--- config.mk ---
export PLATFORM = sky130hd
export DESIGN_NAME = gfx_fb_fill_flat
export DESIGN_NICKNAME = d
export VERILOG_FILES = /design/src/rtl/gfx_fb_fill_pkg.sv /design/src/rtl/gfx_fb_fill_if.sv /design/src/rtl/gfx_pattern_pixel.sv /design/src/rtl/gfx_fb_fill.sv /design/src/flat_wrapper.sv
export SDC_FILE = /design/constraint.sdc
export NUM_CORES = 1
export LEC_CHECK = 0
export ABC_AREA = 1
export CAP_MARGIN = 20
export CORE_UTILIZATION = 58
export CTS_CLUSTER_SIZE = 30
export DETAILED_ROUTE_END_ITERATION = 8
export GPL_TIMING_DRIVEN = 0
export PLACE_DENSITY = 0.93
export SYNTH_ARGS = -nofsm -noshare
export SYNTH_HDL_FRONTEND = slang
export SYNTH_SLANG_ARGS = --single-unit
--- constraint.sdc ---
create_clock -name clk -period 5.4 [get_ports clk]
set_input_delay 1.08 -clock clk [delete_from_list [all_inputs] [get_ports clk]]
set_output_delay 1.08 -clock clk [all_outputs]
set_load 0.03 [all_outputs]
--- src/rtl/gfx_fb_fill_pkg.sv ---
// ============================================================================
// Module   : gfx_fb_fill_pkg
// Brief    : AXI4 constants and helpers shared by the framebuffer fill block.
// Revision : 1.0
// ============================================================================
`default_nettype none

package gfx_fb_fill_pkg;

  localparam logic [1:0] BURST_INCR = 2'b01;
  localparam logic [1:0] RESP_OKAY  = 2'b00;

  function automatic logic [2:0] axi_size(input int data_width);
    return 3'($clog2(data_width / 8));
  endfunction

endpackage

`default_nettype wire

--- src/rtl/gfx_fb_fill_if.sv ---
// ============================================================================
// Module   : gfx_fb_fill_if
// Brief    : AXI4 write-only channel bundle (AW, W, B) with master/slave views.
// Revision : 1.0
// ============================================================================
`default_nettype none

interface gfx_fb_fill_if #(
  parameter int ADDR_W = 19,
  parameter int DATA_W = 16,
  parameter int ID_W   = 6
);
  logic                  awvalid;
  logic [ADDR_W-1:0]     awaddr;
  logic [ID_W-1:0]       awid;
  logic [7:0]            awlen;
  logic [2:0]            awsize;
  logic [1:0]            awburst;
  logic                  awready;

  logic                  wvalid;
  logic [DATA_W-1:0]     wdata;
  logic [DATA_W/8-1:0]   wstrb;
  logic                  wlast;
  logic                  wready;

  logic                  bvalid;
  logic [ID_W-1:0]       bid;
  logic [1:0]            bresp;
  logic                  bready;

  modport master (
    output awvalid, awaddr, awid, awlen, awsize, awburst,
    input  awready,
    output wvalid, wdata, wstrb, wlast,
    input  wready,
    input  bvalid, bid, bresp,
    output bready
  );

  modport slave (
    input  awvalid, awaddr, awid, awlen, awsize, awburst,
    output awready,
    input  wvalid, wdata, wstrb, wlast,
    output wready,
    output bvalid, bid, bresp,
    input  bready
  );
endinterface

`default_nettype wire

--- src/rtl/gfx_pattern_pixel.sv ---
// ============================================================================
// Module   : gfx_pattern_pixel
// Brief    : Combinational test-pattern colour for pixel (x, y) of frame f.
// Revision : 1.0
// ============================================================================
`default_nettype none

module gfx_pattern_pixel
  import gfx_fb_fill_pkg::*;
#(
  parameter int COLOR_WIDTH = 4,
  parameter int H_WIDTH     = 12,
  parameter int V_WIDTH     = 12
) (
  input  wire [H_WIDTH-1:0]       x_i,
  input  wire [V_WIDTH-1:0]       y_i,
  input  wire [7:0]               f_i,
  output logic [3*COLOR_WIDTH-1:0] rgb_o
);

  localparam int C_XY_W = (H_WIDTH > V_WIDTH) ? H_WIDTH : V_WIDTH;

  logic [C_XY_W-1:0]      w_xy;
  logic [COLOR_WIDTH-1:0] w_r;
  logic [COLOR_WIDTH-1:0] w_g;
  logic [COLOR_WIDTH-1:0] w_b;
  logic                   w_unused;

  always_comb begin
    w_xy = C_XY_W'(x_i) ^ C_XY_W'(y_i);
    w_r  = x_i[COLOR_WIDTH+3:4];
    w_g  = y_i[COLOR_WIDTH+3:4];
    // blue animates by adding the frame counter, wrapping within the channel
    w_b  = w_xy[COLOR_WIDTH+3:4] + f_i[COLOR_WIDTH-1:0];
  end

  assign rgb_o    = {w_r, w_g, w_b};
  assign w_unused = ^{x_i, y_i, f_i, w_xy};

endmodule

`default_nettype wire

--- src/rtl/gfx_fb_fill.sv ---
// ============================================================================
// Module   : gfx_fb_fill
// Brief    : AXI4 write master filling a framebuffer with a test pattern,
//            one fixed-length INCR burst outstanding at a time.
// Revision : 1.0
// ============================================================================
`default_nettype none

module gfx_fb_fill
  import gfx_fb_fill_pkg::*;
#(
  parameter int AXI_ADDR_WIDTH = 19,
  parameter int AXI_DATA_WIDTH = 16,
  parameter int AXI_ID_WIDTH   = 6,
  parameter int COLOR_WIDTH    = 4,
  parameter int H_WIDTH        = 12,
  parameter int V_WIDTH        = 12,
  parameter int H_VISIBLE      = 640,
  parameter int V_VISIBLE      = 480,
  parameter int BURST_LEN      = 16
) (
  input  wire         clk,
  input  wire         rst_n,
  input  wire         start_i,
  input  wire         continuous_i,
  output logic        busy_o,
  output logic        done_o,
  output logic        err_o,
  output logic [7:0]  frame_cnt_o,
  gfx_fb_fill_if.master m_axi
);

  localparam int C_BYTES     = AXI_DATA_WIDTH / 8;
  localparam int C_FRAME_PIX = H_VISIBLE * V_VISIBLE;
  localparam int C_PIX_W     = $clog2(C_FRAME_PIX + 1);

  localparam logic [1:0] S_IDLE = 2'd0;
  localparam logic [1:0] S_ADDR = 2'd1;
  localparam logic [1:0] S_DATA = 2'd2;
  localparam logic [1:0] S_RESP = 2'd3;

  logic [1:0]                state_q, state_d;
  logic [C_PIX_W-1:0]        pix_idx_q, pix_idx_d;
  logic [H_WIDTH-1:0]        x_q, x_d;
  logic [V_WIDTH-1:0]        y_q, y_d;
  logic [7:0]                beat_q, beat_d;
  logic [7:0]                frame_q, frame_d;
  logic                      err_q, err_d;
  logic                      done_q, done_d;
  logic                      busy_q, busy_d;
  logic                      awvalid_q, awvalid_d;
  logic [AXI_ADDR_WIDTH-1:0] awaddr_q, awaddr_d;
  logic                      wvalid_q, wvalid_d;
  logic [AXI_DATA_WIDTH-1:0] wdata_q, wdata_d;
  logic                      wlast_q, wlast_d;
  logic                      bready_q, bready_d;

  logic [3*COLOR_WIDTH-1:0]  w_rgb;
  logic                      w_b_fire;
  logic                      w_frame_last;
  logic                      w_unused;

  assign w_b_fire     = (state_q == S_RESP) && m_axi.bvalid;
  assign w_frame_last = (pix_idx_q == C_PIX_W'(C_FRAME_PIX));

  // Colour of the pixel the next W beat will carry.
  gfx_pattern_pixel #(
    .COLOR_WIDTH (COLOR_WIDTH),
    .H_WIDTH     (H_WIDTH),
    .V_WIDTH     (V_WIDTH)
  ) u_pixel (
    .x_i   (x_d),
    .y_i   (y_d),
    .f_i   (frame_d),
    .rgb_o (w_rgb)
  );

  always_ff @(posedge clk or negedge rst_n) begin
    if (!rst_n) begin
      state_q   <= S_IDLE;
      pix_idx_q <= '0;
      x_q       <= '0;
      y_q       <= '0;
      beat_q    <= '0;
      frame_q   <= '0;
      err_q     <= 1'b0;
      done_q    <= 1'b0;
      busy_q    <= 1'b0;
      awvalid_q <= 1'b0;
      awaddr_q  <= '0;
      wvalid_q  <= 1'b0;
      wdata_q   <= '0;
      wlast_q   <= 1'b0;
      bready_q  <= 1'b0;
    end else begin
      state_q   <= state_d;
      pix_idx_q <= pix_idx_d;
      x_q       <= x_d;
      y_q       <= y_d;
      beat_q    <= beat_d;
      frame_q   <= frame_d;
      err_q     <= err_d;
      done_q    <= done_d;
      busy_q    <= busy_d;
      awvalid_q <= awvalid_d;
      awaddr_q  <= awaddr_d;
      wvalid_q  <= wvalid_d;
      wdata_q   <= wdata_d;
      wlast_q   <= wlast_d;
      bready_q  <= bready_d;
    end
  end

  always_comb begin
    state_d   = state_q;
    pix_idx_d = pix_idx_q;
    x_d       = x_q;
    y_d       = y_q;
    beat_d    = beat_q;
    frame_d   = frame_q;
    err_d     = err_q;
    case (state_q)
      S_IDLE: begin
        if (start_i) begin
          pix_idx_d = '0;
          x_d       = '0;
          y_d       = '0;
          state_d   = S_ADDR;
        end
      end
      S_ADDR: begin
        if (m_axi.awready) begin
          beat_d  = '0;
          state_d = S_DATA;
        end
      end
      S_DATA: begin
        if (m_axi.wready) begin
          pix_idx_d = pix_idx_q + 1'b1;
          beat_d    = beat_q + 8'd1;
          if (x_q == H_WIDTH'(H_VISIBLE - 1)) begin
            x_d = '0;
            y_d = y_q + 1'b1;
          end else begin
            x_d = x_q + 1'b1;
          end
          if (wlast_q) begin
            state_d = S_RESP;
          end
        end
      end
      S_RESP: begin
        if (w_b_fire) begin
          if (m_axi.bresp != RESP_OKAY) begin
            err_d = 1'b1;
          end
          if (w_frame_last) begin
            frame_d   = frame_q + 8'd1;
            pix_idx_d = '0;
            x_d       = '0;
            y_d       = '0;
            state_d   = continuous_i ? S_ADDR : S_IDLE;
          end else begin
            state_d = S_ADDR;
          end
        end
      end
      default: state_d = S_IDLE;
    endcase
  end

  // Outputs are registered from the next state so they align with it.
  always_comb begin
    awvalid_d = (state_d == S_ADDR);
    wvalid_d  = (state_d == S_DATA);
    bready_d  = (state_d == S_RESP);
    busy_d    = (state_d != S_IDLE);
    wlast_d   = (state_d == S_DATA) && (beat_d == 8'(BURST_LEN - 1));
    done_d    = w_b_fire && w_frame_last;
    awaddr_d  = awaddr_q;
    wdata_d   = wdata_q;
    if (state_d == S_ADDR) begin
      awaddr_d = AXI_ADDR_WIDTH'(pix_idx_d) * AXI_ADDR_WIDTH'(C_BYTES);
    end
    if (state_d == S_DATA) begin
      wdata_d = AXI_DATA_WIDTH'(w_rgb);
    end
  end

  assign m_axi.awvalid = awvalid_q;
  assign m_axi.awaddr  = awaddr_q;
  assign m_axi.awid    = '0;
  assign m_axi.awlen   = 8'(BURST_LEN - 1);
  assign m_axi.awsize  = axi_size(AXI_DATA_WIDTH);
  assign m_axi.awburst = BURST_INCR;
  assign m_axi.wvalid  = wvalid_q;
  assign m_axi.wdata   = wdata_q;
  assign m_axi.wstrb   = '1;
  assign m_axi.wlast   = wlast_q;
  assign m_axi.bready  = bready_q;

  assign busy_o      = busy_q;
  assign done_o      = done_q;
  assign err_o       = err_q;
  assign frame_cnt_o = frame_q;

  assign w_unused = ^m_axi.bid;

endmodule

`default_nettype wire
--- src/flat_wrapper.sv ---
// flat-port wrapper written by rule: the top's interface ports become plain ports
module gfx_fb_fill_flat import gfx_fb_fill_pkg::*;
#(
  parameter int AXI_ADDR_WIDTH = 19,
  parameter int AXI_DATA_WIDTH = 16,
  parameter int AXI_ID_WIDTH   = 6,
  parameter int COLOR_WIDTH    = 4,
  parameter int H_WIDTH        = 12,
  parameter int V_WIDTH        = 12,
  parameter int H_VISIBLE      = 640,
  parameter int V_VISIBLE      = 480,
  parameter int BURST_LEN      = 16
)
  (clk, rst_n, start_i, continuous_i, busy_o, done_o, err_o, frame_cnt_o, m_axi_awvalid, m_axi_awaddr, m_axi_awid, m_axi_awlen, m_axi_awsize, m_axi_awburst, m_axi_awready, m_axi_wvalid, m_axi_wdata, m_axi_wstrb, m_axi_wlast, m_axi_wready, m_axi_bvalid, m_axi_bid, m_axi_bresp, m_axi_bready);
  gfx_fb_fill_if m_axi_i ();
  input  wire clk;
  input  wire rst_n;
  input  wire start_i;
  input  wire continuous_i;
  output logic busy_o;
  output logic done_o;
  output logic err_o;
  output logic [7:0] frame_cnt_o;
  output wire logic [$bits(m_axi_i.awvalid)-1:0] m_axi_awvalid;
  output wire logic [$bits(m_axi_i.awaddr)-1:0] m_axi_awaddr;
  output wire logic [$bits(m_axi_i.awid)-1:0] m_axi_awid;
  output wire logic [$bits(m_axi_i.awlen)-1:0] m_axi_awlen;
  output wire logic [$bits(m_axi_i.awsize)-1:0] m_axi_awsize;
  output wire logic [$bits(m_axi_i.awburst)-1:0] m_axi_awburst;
  input wire logic [$bits(m_axi_i.awready)-1:0] m_axi_awready;
  output wire logic [$bits(m_axi_i.wvalid)-1:0] m_axi_wvalid;
  output wire logic [$bits(m_axi_i.wdata)-1:0] m_axi_wdata;
  output wire logic [$bits(m_axi_i.wstrb)-1:0] m_axi_wstrb;
  output wire logic [$bits(m_axi_i.wlast)-1:0] m_axi_wlast;
  input wire logic [$bits(m_axi_i.wready)-1:0] m_axi_wready;
  input wire logic [$bits(m_axi_i.bvalid)-1:0] m_axi_bvalid;
  input wire logic [$bits(m_axi_i.bid)-1:0] m_axi_bid;
  input wire logic [$bits(m_axi_i.bresp)-1:0] m_axi_bresp;
  output wire logic [$bits(m_axi_i.bready)-1:0] m_axi_bready;
  assign m_axi_awvalid = m_axi_i.awvalid;
  assign m_axi_awaddr = m_axi_i.awaddr;
  assign m_axi_awid = m_axi_i.awid;
  assign m_axi_awlen = m_axi_i.awlen;
  assign m_axi_awsize = m_axi_i.awsize;
  assign m_axi_awburst = m_axi_i.awburst;
  assign m_axi_i.awready = m_axi_awready;
  assign m_axi_wvalid = m_axi_i.wvalid;
  assign m_axi_wdata = m_axi_i.wdata;
  assign m_axi_wstrb = m_axi_i.wstrb;
  assign m_axi_wlast = m_axi_i.wlast;
  assign m_axi_i.wready = m_axi_wready;
  assign m_axi_i.bvalid = m_axi_bvalid;
  assign m_axi_i.bid = m_axi_bid;
  assign m_axi_i.bresp = m_axi_bresp;
  assign m_axi_bready = m_axi_i.bready;
  gfx_fb_fill #(.AXI_ADDR_WIDTH(AXI_ADDR_WIDTH), .AXI_DATA_WIDTH(AXI_DATA_WIDTH), .AXI_ID_WIDTH(AXI_ID_WIDTH), .COLOR_WIDTH(COLOR_WIDTH), .H_WIDTH(H_WIDTH), .V_WIDTH(V_WIDTH), .H_VISIBLE(H_VISIBLE), .V_VISIBLE(V_VISIBLE), .BURST_LEN(BURST_LEN)) u_core (.clk(clk), .rst_n(rst_n), .start_i(start_i), .continuous_i(continuous_i), .busy_o(busy_o), .done_o(done_o), .err_o(err_o), .frame_cnt_o(frame_cnt_o), .m_axi(m_axi_i));
endmodule
* Word-level counts from Yosys, hierarchy flattened *
Cells that the tools add are included.

storage, ports and cells
  output and inout port bits = 71
  bits in registers = 98
  bits of input ports = 15

cells by class
  reductions and logical operators = 10
  add/subtract/negate cells = 6
  bitwise operators = 1
  equal/unequal tests = 13
  mux-type cells = 31

operators with widths
  cell                                                               number
  12-bit 2-to-1 mux                                                  10
  19-bit 2-to-1 mux                                                  4
  12-bit one-hot mux with 3 select lines                             2
  19-bit one-hot mux with 3 select lines                             1
  12-bit by 1-bit adder with 12-bit output, second input constant    2
  19-bit by 1-bit adder with 19-bit output, second input constant    1
  19-bit == test, second input constant                              1
  8-bit by 1-bit adder with 8-bit output, second input constant      2
  8-bit 2-to-1 mux                                                   2
  8-bit one-hot mux with 2 select lines                              1
  12-bit by 10-bit == test with 1-bit output, second input constant  1
  2-bit 2-to-1 mux                                                   6
  4-bit 2-to-1 mux                                                   3
  2-bit == test, second input constant                               4
  8-bit by 4-bit == test with 1-bit output, second input constant    1
  2-bit one-hot mux with 4 select lines                              1
  8-bit bitwise XOR                                                  1
  3-bit AND reduction                                                2
  5-bit AND reduction                                                1
  4-bit adder                                                        1
  2-bit by 1-bit == test with 1-bit output, second input constant    2
  2-bit by 1-bit != test with 1-bit output, second input constant    2
  2-bit != test, second input constant                               2
  2-bit nonzero test                                                 2
  4 further kinds                                                    6

* Longest topological paths before layout *
Gate-level depths: netlist of the first run.

  depth after elaboration = 6
  depth in mapped cells = 24

* Modules after synthesis *
From an unflattened synthesis of the first run, not the netlist that was laid out.

unflattened totals
  cell total of the unflattened synthesis = 808
  area, all modules = 6022.0 sq um

modules (own cells, without submodules)
  module             cells each  area an instance (sq um)  instances
  gfx_fb_fill        769         5775.5                    1
  gfx_pattern_pixel  39          246.5                     1

* Worst setup path before layout of the first run *
OpenSTA, ideal clock, no wires.

  kind = input to register
  start = input port m_axi_bvalid
  end = register u_core.wdata_q[3] (netlist: u_core.m_axi.wdata[3])
  path slack = 2.269 ns
  required time = 5.276 ns
  setup time = 0.124 ns
  arrival time = 3.007 ns
  stages on the path = 21
  cells stage by stage = nand3_1 > nor3_2 > nand2_1 > nand2_2 > nand2_4 > buf_6 > nand2_1 > nand2_1 > nand2_1 > nand2_1 > ha_1 > nand2_1 > nand2_1 > a31oi_1 > inv_1 > nand3_1 > nand2_1 > nand2_1 > nand2_1 > nand2_1 > nand3_1

between the ends
  longest elaborated chain between the ends = 5
  elaborated cells on any way between the ends = 12
  classes of those cells = add/sub (1); eq/ne (1); mux (8); bitwise (1); reduce/logical (1)

ends and longest elaborated chain
  item                                    line                     text
  from (decl)                             flat_wrapper.sv:36       input wire logic [$bits(m_axi_i.bvalid)-1:0] m_axi_bvalid;
  1-bit logical AND                       gfx_fb_fill.sv:63        assign w_b_fire = (state_q == S_RESP) && m_axi.bvalid;
  12-bit 2-to-1 mux                       gfx_fb_fill.sv:153       if (w_b_fire) begin
  12-bit one-hot mux with 3 select lines  gfx_fb_fill.sv:122       case (state_q)
  named net u_core.u_pixel.rgb_o[6]       gfx_pattern_pixel.sv:18  output logic [3*COLOR_WIDTH-1:0] rgb_o
  8-bit bitwise XOR                       gfx_pattern_pixel.sv:30  w_xy = C_XY_W'(x_i) ^ C_XY_W'(y_i);
  4-bit adder                             gfx_pattern_pixel.sv:34  w_b = w_xy[COLOR_WIDTH+3:4] + f_i[COLOR_WIDTH-1:0];
  to (signal assigned)                    gfx_fb_fill.sv:108       wdata_q <= wdata_d;
  to (decl)                               gfx_fb_fill.sv:54        logic [AXI_DATA_WIDTH-1:0] wdata_q, wdata_d;

The timed path passes the listed nets, and every way through them passes these cells.
A chain may end at the register's enable or synchronous reset.

* Worst setup path in the final report of the first run *
Same ends and word-level chain as after synthesis.

==> metrics.md, run 1 <==
| Metric | Value |
|---|---|
| Hold-fix buffer count after cts | 0 |
| Type of origin of the critical path | input port |
| Hold Vio Cnt, Final | 0 |
| Layout filler cell count | 633 |
| Worst EP required | 5670 ps |
| Status | completed |
| Slew @ Worst Pin | 652 ps |
| Final Net Count | 789 |
| Layout Cells excl Fill | 872 |
| Post-Synthesis Cell Area | 0.00539 mm² |
| Initial Util | 60.9% |
| Routed WL per cell | 15.0 µm |
| Async S/R FF share, synth | 100% |
| Gp weighted congestion | 0.925 |
| Mean Syn Cell Area | 8.02 µm² |
| CP Class | in -> reg |
| Antenna Nets Post-Route | 0 |
| GRT Overall Usage | 29.2% |
| First-pass GRT wire length | 22,600 µm |
| Power per cell area | 361 mW/mm² |
| Seq/Total Area, Yosys | 43.7% |
| Synth Instances | 672 |
| Commonest non-fill, non-tap cells in the layout | nand2_1, dfrtp_1, inv_1, clkdlybuf4s50_1, nor2_1 |
| Row cnt | 34 |
| Hold crit path type | reg -> reg |
| Die width | 98.4 µm |
| CP top delay family | simple AND/OR/NAND/NOR gates |
| Largest stage delay, worst path | 530 ps |
| # DRC | 0 |
| Fraction of layout cells with a size suffix above 1 | 12.2% |
| H-tree depth | 3 |
| Unrepaired setup endpoints after global routing | no |
| Antenna Cells | 0 |
| Finish-stage setup viols | 0 |
| Gates resized, CTS repair | 0 |
| Setup TNS | 0 ps |
| Placed insts | 857 |
| Largest net degree at the start of global routing | 59 |
| Number of distinct library cells after synthesis | 49 |
| DR pass1 iterations | 7 |
| Slowest cell on the critical path | clkdlybuf4s50_1 |
| Vias in the first global route | 4,925 |
| Max_cap viols | 0 |
| Commonest non-fill, non-tap cell in the layout | nand2_1 |
| Clk_skew | 15.2 ps |
| Final slew viol count | 0 |
| Most common cell on crit path | nand2_1 |
| Register area | 0.00235 mm² |
| Grt ovf | 0 |
| Period utilization | 70.5% |
| Root buffer cell | clkbuf_8 |
| Multi-input gate area | 0.00246 mm² |
| Buffers & Inverters on Critical Path | 3 |
| Worst VDD drop | 281 µV |
| Worst EP arrival | 4070 ps |
| Final Critical Period | 3800 ps |
| Clock transition at the registers of the reported paths | 100 ps |
| Die ar. | 0.00968 mm² |
| Die H | 98.4 µm |
| Total Routed Length | 13,000 µm |
| Vias/cell | 5.54 |
| Relative slew slack | 56.4% |
| Initial DRC Count | 346 |
| Vias | 4,835 |
| Fmax | 263 MHz |
| Clk sink count | 94 |
| CTS Buf Count | 9 |
| Syn-to-layout area delta | 18.4% |
| Yosys reg bits | 94 |
| I/O Pins | 86 |
| Yosys Warn Count | 0 |
| LEAKAGE | 3.14 nW |
| CTS tree | done |
| Crit Path Max Fanout | 10 |
| CTS Buffer Depth | 2 |
| Placeable Area | 0.00885 mm² |
| Initial antenna violation count | 0 |
| Post-CTS Setup Bufs | 0 |
| Post-DP HPWL | 9540 µm |
| Synth Flop Type | dfrtp_1 |
| Ordered cell list for the critical path | clkdlybuf4s50_1 -> nand3_1 -> nor3_2 -> nand2_1 -> nand2_2 -> nand2_4 -> buf_6 -> nand2_1 -> nand2_1 -> nand2_1 -> nand2_1 -> ha_1 -> nand2_1 -> nand2_1 -> a31oi_1 -> inv_1 -> nand3_1 -> nand2_1 -> nand2_1 -> nand2_1 -> nand2_1 -> nand3_1 |
| EDFF count, synth | 0 |
| CP Capture Type | flip-flop |
| Clk_lat worst skew | 380 ps |
| Count of input and output buffers | 52 |
==> per-stage QoR <==
step                total power (W)  area, µm²  hold slack, ps  utilization [%]  worst slack (ps)
detailed placement          0.00176       6160             462             69.6              1320
CTS                         0.00229       6380             477             72.1              1650
finish                      0.00230       6380             472             72.1              1600
global placement            0.00173       6130             456             69.3             -31.5
global route                0.00241       6380             508             72.1              1350
floorplan                   0.00147       5480             478                -              2270
==> path summary, 6_finish.rpt <==
path	startpoint	endpoint	slack (ps)	cells past startpoint
setup / recovery	m_axi_bvalid	u_core.m_axi.wdata[3]	1600	22
hold / removal	u_core.frame_cnt_o[7]	u_core.frame_cnt_o[7]	470	1
setup reg to reg	u_core.state_q[0]	u_core.m_axi.wdata[3]	1990	20
hold reg to reg	u_core.frame_cnt_o[7]	u_core.frame_cnt_o[7]	470	1
max in group asynchronous	rst_n	u_core.x_q[6]	4080	2
min in group asynchronous	rst_n	u_core.beat_q[4]	650	1
==> power by group <==
group / internal, W / switching (W) / leakage, nW / total, W
Clock: 0.000272 / 0.000257 / 0.105 / 0.000529
Sequential: 0.000775 / 0.0000490 / 1.26 / 0.000824
Combinational: 0.000296 / 0.000653 / 1.78 / 0.000948
==> synthesized netlist by cell type (2+ instances only) <==
master	instances	area, µm²
a31oi_1	4	25.0
nor3_4	2	32.5
buf_2	4	20.0
nor2_4	3	33.8
nand4_1	16	100
buf_6	5	56.3
a32o_1	2	20.0
ha_1	13	163
conb_1	2	7.51
nor2_1	45	169
a21oi_1	10	50.1
nor4_1	4	25.0
dfrtp_1	94	2350
nor2_2	3	18.8
xor2_1	23	201
o211ai_1	2	15.0
o21ai_1	12	60.1
nor3_1	14	70.1
nand2_1	179	672
nor3b_2	2	25.0
inv_2	7	26.3
o22ai_1	7	43.8
mux2i_1	2	20.0
nand3_1	35	175
o21ai_0	30	150
nor3_2	2	20.0
nand2_2	10	62.6
buf_4	30	225
nand2_4	2	22.5
o31ai_1	4	30.0
inv_1	86	323
==> routing by layer <==
layer  track usage, %  part of all wire (%)  wire length (µm)  vias up
li1                 -                     -                 -     2280
met3             6.23                   6.0               777       55
met4             14.2                   3.6               470        0
met5                0                     0                 0        -
met2             50.9                    51              6660      223
met1             34.3                    39              5140     2277
==> sequential cells by signal (all words and copies together), names as in the netlist, named ones only <==
name,cells
u_core.beat_q,8
u_core.busy_o,1
u_core.done_o,1
u_core.err_o,1
u_core.frame_cnt_o,8
u_core.m_axi.awaddr,18
u_core.m_axi.awvalid,1
u_core.m_axi.bready,1
u_core.m_axi.wdata,12
u_core.m_axi.wlast,1
u_core.m_axi.wvalid,1
u_core.pix_idx_q,19
u_core.state_q,2
u_core.x_q,8
u_core.y_q,4
==> kinds of logic after synthesis <==
logic type	Yosys count	synth area share, %
buffers and inverters	134	12.4
adders and majority gates	14	3.39
AOI/OAI and AO/OA	82	9.29
and+or+nand+nor	320	26.9
xor gates and xnor gates	24	3.90
DFF	94	43.7
muxes	2	0.372
other	2	0.139
==> final cells by class <==
class	count	area share (%)
Tap cell	108	2.12
Timing Repair Buffer	53	8.55
Clock buffer	10	2.16
Buffer	40	4.79
Inverter	94	5.65
Sequential cell	94	36.9
Multi-Input combinational cell	468	38.5
Clock inverter	5	1.31
Note: power is estimated with default switching activity, not from simulation.
==> inputs of run 2 (changes only) <==
--- a/config.mk
+++ b/config.mk
@@ -7,11 +7,11 @@
 export LEC_CHECK = 0
 export ABC_AREA = 1
 export CAP_MARGIN = 20
-export CORE_UTILIZATION = 58
+export CORE_UTILIZATION = 54
 export CTS_CLUSTER_SIZE = 30
 export DETAILED_ROUTE_END_ITERATION = 8
 export GPL_TIMING_DRIVEN = 0
-export PLACE_DENSITY = 0.93
+export PLACE_DENSITY = 0.88
 export SYNTH_ARGS = -nofsm -noshare
 export SYNTH_HDL_FRONTEND = slang
 export SYNTH_SLANG_ARGS = --single-unit
==> constraint.sdc (replaced) <==
create_clock -name clk -period 3.8 [get_ports clk]
set_input_delay 0.76 -clock clk [delete_from_list [all_inputs] [get_ports clk]]
set_output_delay 0.76 -clock clk [all_outputs]
set_load 0.03 [all_outputs]
==> run 2 against run 1 <==
Global-route usage down 2.5 points. Flip-flop and latch count stayed put. Design area decreased by 0.33%. Final cell count up 3.0%. Clock skew decreased by 7.0 ps. Worst hold slack got worse by 130 ps. Via count shrank 0.99%. Clock-buffer cell count rose by 3. Wire length down 1.6%. Sequential power grew 42%.
==> metrics.md, run 2 (synthesized netlist as in run 1, its figures left out) <==
| Metric | Value |
|---|---|
| Setup TNS | 0 ps |
| LEAKAGE | 3.12 nW |
| Die ar. | 0.0104 mm² |
| Max_cap viols | 0 |
| Initial antenna violation count | 0 |
| Finish-stage setup viols | 0 |
| CP top delay family | simple AND/OR/NAND/NOR gates |
| Syn-to-layout area delta | 18.0% |
| Clk_skew | 8.20 ps |
| Buffers & Inverters on Critical Path | 3 |
| Hold Vio Cnt, Final | 0 |
| Post-place instance area | 0.00619 mm² |
| Final Net Count | 789 |
| CTS tree | done |
| Core Util, Final | 65.3% |
| Post-DP HPWL | 9710 µm |
| Crit Path Max Fanout | 10 |
| First-pass GRT wire length | 21,400 µm |
| Placeable Area | 0.00973 mm² |
| Hold crit path type | in -> async |
| Slowest cell on the critical path | clkdlybuf4s50_1 |
| Vias/cell | 5.33 |
| Relative slew slack | 56.5% |
| Vias | 4,787 |
| Hold-fix buffer count after cts | 0 |
| Worst EP arrival | 3690 ps |
| Pwr Total | 0.00312 W |
| Max reg flops | 19 |
| Commonest non-fill, non-tap cell in the layout | nand2_1 |
| Initial DRC Count | 363 |
| Initial Util | 55.4% |
| Register area | 0.00235 mm² |
| Type of origin of the critical path | input port |
| Largest net degree at the start of global routing | 61 |
| Clk sink count | 94 |
| DR pass1 iterations | 5 |
| Power per cell area | 490 mW/mm² |
| Total Routed Length | 12,800 µm |
| Row cnt | 36 |
| Largest register by flop count | u_core.pix_idx_q |
| Die width | 102 µm |
| Worst EP required | 4050 ps |
| GRT Overall Usage | 26.7% |
| Antenna Nets Post-Route | 0 |
| Gp weighted congestion | 0.922 |
| Gates resized, CTS repair | 0 |
| Clock transition at the registers of the reported paths | 90 ps |
| Ordered cell list for the critical path | clkdlybuf4s50_1 -> nand3_1 -> nor3_2 -> nand2_1 -> nand2_2 -> nand2_4 -> buf_6 -> nand2_1 -> nand2_1 -> nand2_1 -> nand2_1 -> ha_1 -> nand2_1 -> nand2_1 -> a31oi_1 -> inv_1 -> nand3_1 -> nand2_1 -> nand2_1 -> nand2_1 -> nand2_1 -> nand3_1 |
| FF-to-FF path depth | 20 |
| # DRC | 0 |
| Status | completed |
| Fmax | 291 MHz |
| CP Class | in -> reg |
| CP Capture Type | flip-flop |
| Routed WL per cell | 14.3 µm |
| Layout filler cell count | 820 |
| Final slew viol count | 0 |
| Design area | 0.00636 mm² |
| Vias in the first global route | 4,826 |
| H-tree depth | 3 |
| Count of input and output buffers | 52 |
| I/O Pins | 86 |
| Largest stage delay, worst path | 520 ps |
| Commonest non-fill, non-tap cells in the layout | nand2_1, dfrtp_1, inv_1, clkdlybuf4s50_1, nor2_1 |
| Fraction of layout cells with a size suffix above 1 | 11.9% |
| Die H | 102 µm |
| Clk_lat worst skew | 370 ps |
| Multi-input gate area | 0.00246 mm² |
| Post-CTS Setup Bufs | 0 |
| Root buffer cell | clkbuf_8 |
| Unrepaired setup endpoints after global routing | no |
| Slew @ Worst Pin | 650 ps |
| Worst VDD drop | 355 µV |
| Final Critical Period | 3440 ps |
| Worst path depth | 22 |
| CTS Buf Count | 9 |
| Period utilization | 90.5% |
| Antenna Cells | 0 |
| CTS Buffer Depth | 2 |
| Grt ovf | 0 |
| Fin Hold WS | 337 ps |
| Most common cell on crit path | nand2_1 |
-- run 2: cell type report --
type | instances | area share [%]
tap | 133 | 2.62
multi-input combinational | 468 | 38.7
timing repair buffer | 53 | 8.58
clock inverter | 3 | 0.315
sequential | 94 | 37.0
clock buffer | 13 | 2.34
inverter | 94 | 5.67
buffer | 40 | 4.80
-- run 2: stage by stage --
| stage | setup slack (ps) | instances |
|---|---|---|
| 3_3_place_gp | -1370 | 881 |
| 2_1_floorplan | 989 | 696 |
| 6_report | 361 | 898 |
| 4_1_cts | 359 | 898 |
| 3_5_place_dp | -14.0 | 882 |
| 5_1_grt | 73.2 | 898 |
-- run 2: where the power goes --
part	switching (W)	total, W	internal, W
clock network	0.000350	0.000606	0.000256
logic	0.000915	0.00134	0.000421
registers	0.0000718	0.00117	0.00110
total	0.00134	0.00312	0.00178
-- run 2: layer usage --
layer,GRT usage (%),routed length (µm)
met1,30.0,5050
met2,47.8,6580
met3,5.13,681
met4,14.7,522
met5,0,0
-- run 2: final timing paths --
path | slack (ps) | endpoint | startpoint
setup / recovery | 360 | u_core.m_axi.wdata[3] | m_axi_bvalid
hold reg to reg | 490 | u_core.m_axi.awaddr[3] | u_core.m_axi.awaddr[3]
hold / removal | 340 | u_core.beat_q[5] | rst_n
max in group asynchronous | 2810 | u_core.frame_cnt_o[1] | rst_n
setup reg to reg | 370 | u_core.m_axi.wdata[3] | u_core.state_q[0]
min in group clk | 490 | u_core.m_axi.awaddr[3] | u_core.m_axi.awaddr[3]
